<file path="config.mk">
export PLATFORM = sky130hd
export DESIGN_NAME = int_dispatch
export DESIGN_NICKNAME = d
export VERILOG_FILES = /design/src/rtl/int_dispatch.sv
export SDC_FILE = /design/constraint.sdc
export NUM_CORES = 1
export LEC_CHECK = 0
export BUFFER_PORTS_ARGS = -buffer_cell sky130_fd_sc_hd__clkbuf_2
export CAP_MARGIN = 5
export CORE_MARGIN = 4
export CORE_UTILIZATION = 45
export CTS_CLUSTER_DIAMETER = 150
export CTS_CLUSTER_SIZE = 8
export DETAILED_ROUTE_END_ITERATION = 10
export PLACE_DENSITY = 0.78
export SYNTH_ARGS = -nofsm -noshare
export SYNTH_HDL_FRONTEND = slang
export SYNTH_SLANG_ARGS = --single-unit
</file>
<file path="constraint.sdc">
create_clock -name clk -period 2.75 [get_ports clk]
set_input_delay 0.275 -clock clk [delete_from_list [all_inputs] [get_ports clk]]
set_output_delay 0.275 -clock clk [all_outputs]
set_load 0.02 [all_outputs]
</file>
<file path="src/rtl/int_dispatch.sv">
// Interrupt dispatch front end: polls the controller's pending register, requests the
// core, and clears the serviced bit by read-modify-write. Optional macro: INT_DISPATCH_ROUNDROBIN_EN.
module int_dispatch #(
   parameter int          NUM_VECTORS  = 8,
   parameter int          ID_W         = 3,
   parameter logic [15:0] RD_ADDRESS   = 16'h00EF,
   parameter logic [15:0] WR_ADDRESS   = 16'h00FF,
   parameter logic [15:0] IDLE_ADDRESS = 16'h0000,
   parameter int          POLL_DIV     = 4
) (
   input  logic                   clk,
   input  logic                   reset_n,
   output logic [15:0]            address_o,
   output logic                   we_o,
   output logic [NUM_VECTORS-1:0] wdata_o,
   input  logic [NUM_VECTORS-1:0] rdata_i,
   input  logic [NUM_VECTORS-1:0] mask_i,
   output logic                   irq_o,
   input  logic                   ack_i,
   output logic [ID_W-1:0]        vector_id_o,
   output logic                   vector_valid_o,
   input  logic                   eoi_i
);

   localparam int CNT_W = (POLL_DIV > 1) ? $clog2(POLL_DIV) : 1;
   localparam logic [CNT_W-1:0] CNT_LAST = CNT_W'(POLL_DIV - 1);

   typedef enum logic [2:0] {
      IDLE   = 3'd0,
      POLL   = 3'd1,
      REQ    = 3'd2,
      ACTIVE = 3'd3,
      CLR_RD = 3'd4,
      CLR_WR = 3'd5
   } state_t;

   state_t                 state;
   state_t                 next_state;
   logic [CNT_W-1:0]       poll_cnt;
   logic [NUM_VECTORS-1:0] cand;
   logic [NUM_VECTORS-1:0] clr_mask;
   logic [ID_W-1:0]        pick;
   logic [ID_W-1:0]        sel_id;
   logic [15:0]            addr_next;
   logic                   ack_q;
   logic                   ack_rise;

`ifdef INT_DISPATCH_ROUNDROBIN_EN
   logic [ID_W-1:0]        rr_ptr;

   // First set bit at or after ptr, wrapping past the top vector back to bit 0.
   function automatic logic [ID_W-1:0] select_vec(input logic [NUM_VECTORS-1:0] v,
                                                  input logic [ID_W-1:0]        ptr);
      logic                   found;
      logic [NUM_VECTORS-1:0] sh;
      int                     idx;
      select_vec = '0;
      found      = 1'b0;
      for (int i = 0; i < NUM_VECTORS; i++) begin
         idx = int'(ptr) + i;
         if (idx >= NUM_VECTORS) idx = idx - NUM_VECTORS;
         sh = v >> idx;
         if (!found && sh[0]) begin
            found      = 1'b1;
            select_vec = ID_W'(idx);
         end
      end
   endfunction

   always_ff @(posedge clk) begin
      if (!reset_n)
         rr_ptr <= '0;
      else if (state == CLR_WR)
         rr_ptr <= (sel_id == ID_W'(NUM_VECTORS - 1)) ? '0 : sel_id + ID_W'(1);
   end

   assign pick = select_vec(cand, rr_ptr);
`else
   // Fixed priority: bit 0 wins.
   function automatic logic [ID_W-1:0] select_vec(input logic [NUM_VECTORS-1:0] v);
      logic [NUM_VECTORS-1:0] sh;
      select_vec = '0;
      for (int i = NUM_VECTORS - 1; i >= 0; i--) begin
         sh = v >> i;
         if (sh[0]) select_vec = ID_W'(i);
      end
   endfunction

   assign pick = select_vec(cand);
`endif

   assign cand     = rdata_i & ~mask_i;
   assign clr_mask = ~(NUM_VECTORS'(1) << sel_id);
   // A held acknowledge must act only once.
   assign ack_rise = ack_i & ~ack_q;

   always_ff @(posedge clk) begin
      if (!reset_n) begin
         state    <= IDLE;
         poll_cnt <= '0;
         ack_q    <= 1'b0;
      end else begin
         state <= next_state;
         ack_q <= ack_i;
         if (state == IDLE && poll_cnt != CNT_LAST)
            poll_cnt <= poll_cnt + CNT_W'(1);
         else
            poll_cnt <= '0;
      end
   end

   always_comb begin
      next_state = state;
      addr_next  = IDLE_ADDRESS;
      case (state)
         IDLE:    if (poll_cnt == CNT_LAST) next_state = POLL;
         POLL:    next_state = (cand != '0) ? REQ : IDLE;
         REQ:     if (ack_rise) next_state = ACTIVE;
         ACTIVE:  if (eoi_i) next_state = CLR_RD;
         CLR_RD:  next_state = CLR_WR;
         CLR_WR:  next_state = IDLE;
         default: next_state = IDLE;
      endcase
      case (next_state)
         POLL, CLR_RD: addr_next = RD_ADDRESS;
         CLR_WR:       addr_next = WR_ADDRESS;
         default:      addr_next = IDLE_ADDRESS;
      endcase
   end

   always_ff @(posedge clk) begin
      if (state == POLL && cand != '0)
         sel_id <= pick;
   end

   // Outputs are registered from the next state so they change on the entering edge.
   always_ff @(posedge clk) begin
      if (!reset_n) begin
         address_o      <= IDLE_ADDRESS;
         we_o           <= 1'b0;
         wdata_o        <= '0;
         irq_o          <= 1'b0;
         vector_id_o    <= '0;
         vector_valid_o <= 1'b0;
      end else begin
         address_o      <= addr_next;
         we_o           <= (next_state == CLR_WR);
         wdata_o        <= (next_state == CLR_WR) ? (rdata_i & clr_mask) : '0;
         irq_o          <= (next_state == REQ);
         vector_valid_o <= (next_state == ACTIVE) || (next_state == CLR_RD);
         if (state == REQ && next_state == ACTIVE)
            vector_id_o <= sel_id;
      end
   end

endmodule

</file>
# Word level (Yosys, flattened, before mapping)
# Cells that the tools add are included.
[word_totals]
ff_bits = 39
latch_bits = 0
ram_bits = 0
mem_bits_ro = 0
elab_cells = 55
mem_count = 0
[op_classes]
n_addsub = 1
mul = 0
div_mod_pow = 0
magnitude_cmp = 0
eq_ne = 11
shift = 1
muxes = 13
n_bitwise = 6
n_reduce_logical = 11
[ops]
columns = ["operator", "count"]
rows = [
  ["two-way mux 3 bit", 7],
  ["AND 8 bit", 2],
  ["NOT 8 bit", 2],
  ["case mux 8 bit (2 select lines)", 1],
  ["case mux 3 bit (5 select lines)", 1],
  ["== test 3 x 2 -> 1 bit (second input constant)", 4],
  ["== test 3 bit (second input constant)", 3],
  ["nonzero test 8 bit", 1],
  ["left shift 1 x 3 -> 8 bit (first input constant)", 1],
  ["== test 3 x 1 -> 1 bit (second input constant)", 2],
  ["two-way mux 2 bit", 3],
  ["AND reduction 2 bit", 2],
  ["OR reduction 2 bit", 2],
  ["OR reduction 4 bit", 1],
  ["logical AND 1 bit", 3],
  ["logical NOT 3 bit", 1],
  ["adder 2 x 1 -> 2 bit (second input constant)", 1],
  ["== test 2 bit (second input constant)", 1],
  ["!= test 2 bit (second input constant)", 1],
  ["AND 1 bit", 1],
  ["logical OR 1 bit", 1],
  ["two-way mux 1 bit", 1],
  ["NOT 1 bit", 1],
]

# Logic depth before layout (Yosys ltp)
[depth]
word_depth = 9
depth_mapped = 6
depth_no_buf = 4

# Least setup slack after synthesis
# No wires, ideal clock.
[synth_path]
path_kind = "input-to-reg"
from = "in mask_i[2]"
to = "reg sel_id[0] (enable)"
setup_ns = 0.300
arrival_ns = 1.061
required_ns = 2.450
setup_slack_ns = 1.390
stages = 4
path_buffers = 0
path_cell_list = "and2b_1 > nor4_2 > a2111o_1 > inv_1"
[synth_via]
elab_chain_len = 4
[synth_lines]
columns = ["item", "line", "text"]
rows = [
  ["from (decl)", "17", "input logic [NUM_VECTORS-1:0] mask_i,"],
  ["NOT 8 bit", "92", "assign cand = rdata_i & ~mask_i;"],
  ["AND 8 bit", "92", ""],
  ["nonzero test 8 bit", "132", "if (state == POLL && cand != '0)"],
  ["logical AND 1 bit", "132", ""],
  ["to (signal assigned)", "133", "sel_id <= pick;"],
  ["to (decl)", "43", "logic [ID_W-1:0] sel_id;"],
]
# No other way between the ends.
# A chain may end at the register's enable or synchronous reset.

# Final worst setup path
[layout_path]
from = "reg state[1]"
to = "reg vector_id_o[1]"
[layout_via]
elab_chain_len = 4
[layout_lines]
columns = ["item", "line", "text"]
rows = [
  ["from (decl)", "37", "state_t state;"],
  ["from (signal assigned)", "103", "state <= next_state;"],
  ["== test 3 bit (tied with other cells)", "115", "case (state)"],
  ["case mux 3 bit (5 select lines)", "115", ""],
  ["== test 3 x 2 -> 1 bit", "151", "if (state == REQ && next_state == ACTIVE)"],
  ["logical AND 1 bit *", "151", ""],
  ["to (signal assigned)", "152", "vector_id_o <= sel_id;"],
  ["to (decl)", "20", "output logic [ID_W-1:0] vector_id_o,"],
]
# Mark *: on every way between the ends. The rest lies on a longest branch, timed or not.

==> flow_results.org <==
** Outcome
- Result of the run :: completed

** Clock tree
- The number of gates resized after CTS was 0.
- CTS built an H-tree with a depth of 1.
- Root buffer cell :: sky130_fd_sc_hd__clkbuf_4
- TritonCTS buffer count :: 3
- TritonCTS built the clock tree.
- For the worst-skew pair, the clock arrives at the later sink with an insertion delay of 0.33 ns.
- Buffers inserted by post-CTS timing repair :: 0
- Buffers inserted to repair hold after CTS numbered 0.
- Count of clock tree sinks :: 24
- Maximum clock path buffer count :: 2
- Clock Pin Slew Worst Setup and Hold Paths :: 0.14 ns

** Floorplanning
- Site Rows :: 18
- Height of the die :: 58.7 microns
- For this configuration, the core starts out at a cell density of 0.468.
- The core region is ~2500 sq um.
- The die is 58.7 microns wide.
- The die covers 3450 sq um.
- # IOs :: 50

** Setup path
- Data on the critical path is required at its endpoint by 2.98 ns.
- Together, buffers and inverters on the worst path number 0.
- Delay of the slowest cell on the worst path :: 0.44 ns
- CP max stage cell :: sky130_fd_sc_hd__dfxtp_1
- Endpoint of the lowest-slack register-to-register path :: vector_id_o[1]
- Number of stages on the worst setup path :: 4
- Broken down by cell family, the worst path's largest delay share belongs to simple AND/OR/NAND/NOR gates.
- Highest fanout seen on the critical path :: 6
- Signal arrival time at the worst endpoint :: about 1.6 ns
- STA classifies the critical path endpoint as a flip-flop.
- Walking the worst path, the cells encountered are nor2b_2 > and3_1 > mux2i_1 > nor2_1.
- For the worst flop-to-flop path, the logic depth is 4.
- The startpoint identified for the worst register-to-register timing path is state[1].
- In this run the register-to-register setup slack is 1.34 ns.
- STA classifies the critical path startpoint as a flip-flop.
- By startpoint and endpoint, the worst setup path is classified as reg -> reg.

** Pwr
- In this run the static leakage power is 0.680 nW.
- The analysis attributes to net switching a power of 203 uW.
- Peak supply drop :: 0.369 mV
- Of the total power, registers draw 0.500.
- The share of total power dissipated in the clock network is 0.340.
- Combinational fraction of design power :: 0.160
- For this design the ratio of total power to cell area is 574 nW/um^2.
- The internal power of the cells totals 569 uW.
- Switching power as a share of total power :: 0.263

** Layout
- Final #Nets :: 170
- Relative to the synthesized area, the layout overhead comes to 16.1%.
- Of the cells placed in the final design, the portion with a size suffix greater than 1 is 0.385.
- Leaving out filler cells and counting taps, the final layout contains 178.
- The repair_antennas step left the layout with diodes totalling 0.

** Timing
- Setup repair after global routing left no endpoint under its margin.
- Total Neg Setup Slack :: 0 ns
- The number of hold-slack violations in the final timing report came to 0.
- Post-route clock skew :: slightly above 0.008 ns
- Setup violations remaining at the end of the flow were counted as 0.
- Tcrit/Tclk final :: 0.514
- Static timing analysis puts the maximum clock frequency at 0.707 GHz.
- The number of max-slew violations in the final report was 0.
- Subtracting the final worst setup slack from the clock period gives 1.41 ns.

** GRT
- For this run, the total global-route usage over all layers was measured as 0.130.
- The initial antenna violation count was 0.
- The via count of the first global-routing pass came to 800.
- Summed over all layers, the global routing overflow is 0.
- First-pass GRT wire length :: 3410 microns
- Entering global routing, the biggest net connects 15 pins.

** Yosys
- The synthesized design contains 24 register bits.
- Synth top area cells :: sky130_fd_sc_hd__dfxtp_1 (36%), sky130_fd_sc_hd__buf_4 (10%), sky130_fd_sc_hd__edfxtp_1 (7.8%)
- Dividing the synthesized area by the synthesized cell count gives 10.1 sq um.
- Cells after Synth :: 115
- Area of the mapped netlist :: 1160 sq um
- Among all flip-flop cells after synthesis, the most frequent one is sky130_fd_sc_hd__dfxtp_1.
- Share of the synthesized area in the top cell type :: 0.363
- The largest total area in the synthesized netlist belongs to sky130_fd_sc_hd__dfxtp_1.
- During synthesis, Yosys emitted a total of 0 warnings.
- Counting flops with an async set or reset pin after synthesis yields a share of 0.
- Count of flip-flops with a built-in enable after synthesis :: 3
- For this run, the register share of the synthesized area comes to 0.441.
- The netlist uses 34 different library cells.

** Route
- After detailed routing, the number of vias per cell comes to 4.94.
- For this run, design rule violations remaining after detail routing come to 0.
- The detailed router placed 880 vias in this run.
- Wires add up to 2270 microns.
- DRT antenna net count :: 0
- Wirelength per Cell :: 12.8 microns
- The detailed router finished its first iteration with 33 violations.
- First-pass detailed-route iteration total :: 4

** Placed design
- Estimated wirelength of the detail-placed design :: approximately 1800 microns
- Number of port buffers :: 41
- Post-placement cell count :: 174
- Placer Congestion :: 0.792

** Min path
- Counting instances, the worst hold path has a depth of 2.
- Hold_sp :: rdata_i[7]
- Type of the worst min-delay path :: in -> reg
- Capture endpoint of the worst hold path :: wdata_o[7]

** Run
- Across the run, the number of max-cap violations was 0.
-- cell families after synthesis --
group                      Yosys count  share of synthesized area
AOI/OAI and AO/OA                   20                      0.145
adders and majority gates            1                     0.0108
buffers and inverters               26                      0.139
DFF                                 24                      0.441
muxes                                4                     0.0346
other                                1                    0.00324
and+or+nand+nor                     39                      0.227
-- synth_stat cells, types with 2 or more instances --
cell type and count:
sky130_fd_sc_hd__inv_1 7, sky130_fd_sc_hd__nor2b_2 3, sky130_fd_sc_hd__nand2_1 3, sky130_fd_sc_hd__edfxtp_1 3, sky130_fd_sc_hd__o211a_1 3, sky130_fd_sc_hd__o21ai_0 2, sky130_fd_sc_hd__mux2i_1 4, sky130_fd_sc_hd__nor2_1 11
sky130_fd_sc_hd__nand3_1 3, sky130_fd_sc_hd__nor4_2 2, sky130_fd_sc_hd__a21oi_1 3, sky130_fd_sc_hd__a32oi_1 2, sky130_fd_sc_hd__nor2b_4 4, sky130_fd_sc_hd__buf_2 3, sky130_fd_sc_hd__and3_1 4, sky130_fd_sc_hd__o311a_1 3
sky130_fd_sc_hd__buf_4 16, sky130_fd_sc_hd__dfxtp_1 21, sky130_fd_sc_hd__nor2b_1 3
-- state kept, by name, indices dropped and copies added, names as in the netlist --
register	cells
ack_q	1
address_o	2
irq_o	1
poll_cnt	2
sel_id	3
state	3
vector_id_o	3
vector_valid_o	1
wdata_o	8
-- worst register-to-register path, delay by kind of cell (launching register included) --
| family | cells | cell delay, ns |
|---|---|---|
| multiplexers | 1 | 0.22 |
| AND/OR/NAND/NOR | 3 | 0.66 |
| flip-flops | 1 | 0.44 |
-- final cells by class --
class                   instances  area [sq um]
inverters                       7          26.3
flip-flops and latches         24           510
clock inverters                 1          30.0
fillers                       219          1130
repair buffers                 41           205
well taps                      30          37.5
multi-input cells              72           513
clock buffers                   3          22.5
-- per-stage QoR --
stage | area (sq um) | total power, mW | setup WS, ns | hold slack (ns) | utilization
floorplan | 1180 | 0.496 | 1.39 | 0.397 | -
global placement | 1290 | 0.512 | 1.25 | 0.406 | 0.522
detailed placement | 1290 | 0.517 | 1.21 | 0.419 | 0.522
CTS | 1350 | 0.772 | 1.36 | 0.163 | 0.543
global route | 1350 | 0.802 | 1.24 | 0.173 | 0.543
finish | 1350 | 0.772 | 1.34 | 0.161 | 0.543
-- routing by layer --
metal / track usage / vias up / part of all wire
met3: 0.0219 / 5 / 0.077
li1: - / 439 / -
met2: 0.232 / 33 / 0.51
met4: 0.0744 / 0 / 0.020
met5: 0 / - / 0
met1: 0.143 / 403 / 0.39
-- power by group through the flow --
stage / clock network, mW / registers [mW] / logic (mW)
after floorplan: 0 / 0.393 / 0.103
after global placement: 0 / 0.393 / 0.119
after detailed placement: 0 / 0.394 / 0.123
after CTS: 0.262 / 0.386 / 0.124
after global routing: 0.276 / 0.389 / 0.137
final: 0.262 / 0.386 / 0.123
-- cell usage in the layout, fill, tap and decap left out --
master / instances
sky130_fd_sc_hd__and2b_2: 1
sky130_fd_sc_hd__bufinv_16: 1
sky130_fd_sc_hd__ha_1: 1
sky130_fd_sc_hd__o21bai_1: 1
sky130_fd_sc_hd__o31ai_1: 1
sky130_fd_sc_hd__nor2b_2: 3
sky130_fd_sc_hd__a211oi_2: 1
sky130_fd_sc_hd__clkbuf_2: 41
sky130_fd_sc_hd__o211a_1: 3
sky130_fd_sc_hd__edfxtp_1: 3
sky130_fd_sc_hd__o311a_2: 1
sky130_fd_sc_hd__and3_1: 4
sky130_fd_sc_hd__nand2_1: 3
sky130_fd_sc_hd__and2b_1: 1
sky130_fd_sc_hd__or2b_1: 1
sky130_fd_sc_hd__o21ai_0: 2
sky130_fd_sc_hd__nor2b_1: 3
sky130_fd_sc_hd__a21oi_1: 3
sky130_fd_sc_hd__a32oi_1: 2
sky130_fd_sc_hd__nor2b_4: 4
sky130_fd_sc_hd__clkbuf_4: 3
sky130_fd_sc_hd__and4_1: 1
sky130_fd_sc_hd__nand3_1: 3
sky130_fd_sc_hd__dfxtp_1: 21
sky130_fd_sc_hd__a2111o_1: 1
sky130_fd_sc_hd__conb_1: 8
sky130_fd_sc_hd__and2_1: 1
sky130_fd_sc_hd__or3_1: 1
sky130_fd_sc_hd__inv_1: 7
sky130_fd_sc_hd__a21o_1: 1
sky130_fd_sc_hd__o311a_1: 3
sky130_fd_sc_hd__nor4_2: 2
sky130_fd_sc_hd__mux2i_1: 4
sky130_fd_sc_hd__nor2_1: 11
sky130_fd_sc_hd__a211oi_1: 1
-- how the worst max path moves through the flow --
stage	from	end	slack, ns
final	state[1]	vector_id_o[1]	1.34
after global routing	state[1]	vector_id_o[1]	1.24
after CTS	state[1]	vector_id_o[1]	1.36
after detailed placement	rdata_i[3]	sel_id[1]	1.21
after global placement	rdata_i[3]	sel_id[0]	1.25
after floorplan	mask_i[2]	sel_id[0]	1.39
Note: power is estimated with default switching activity, not from simulation.
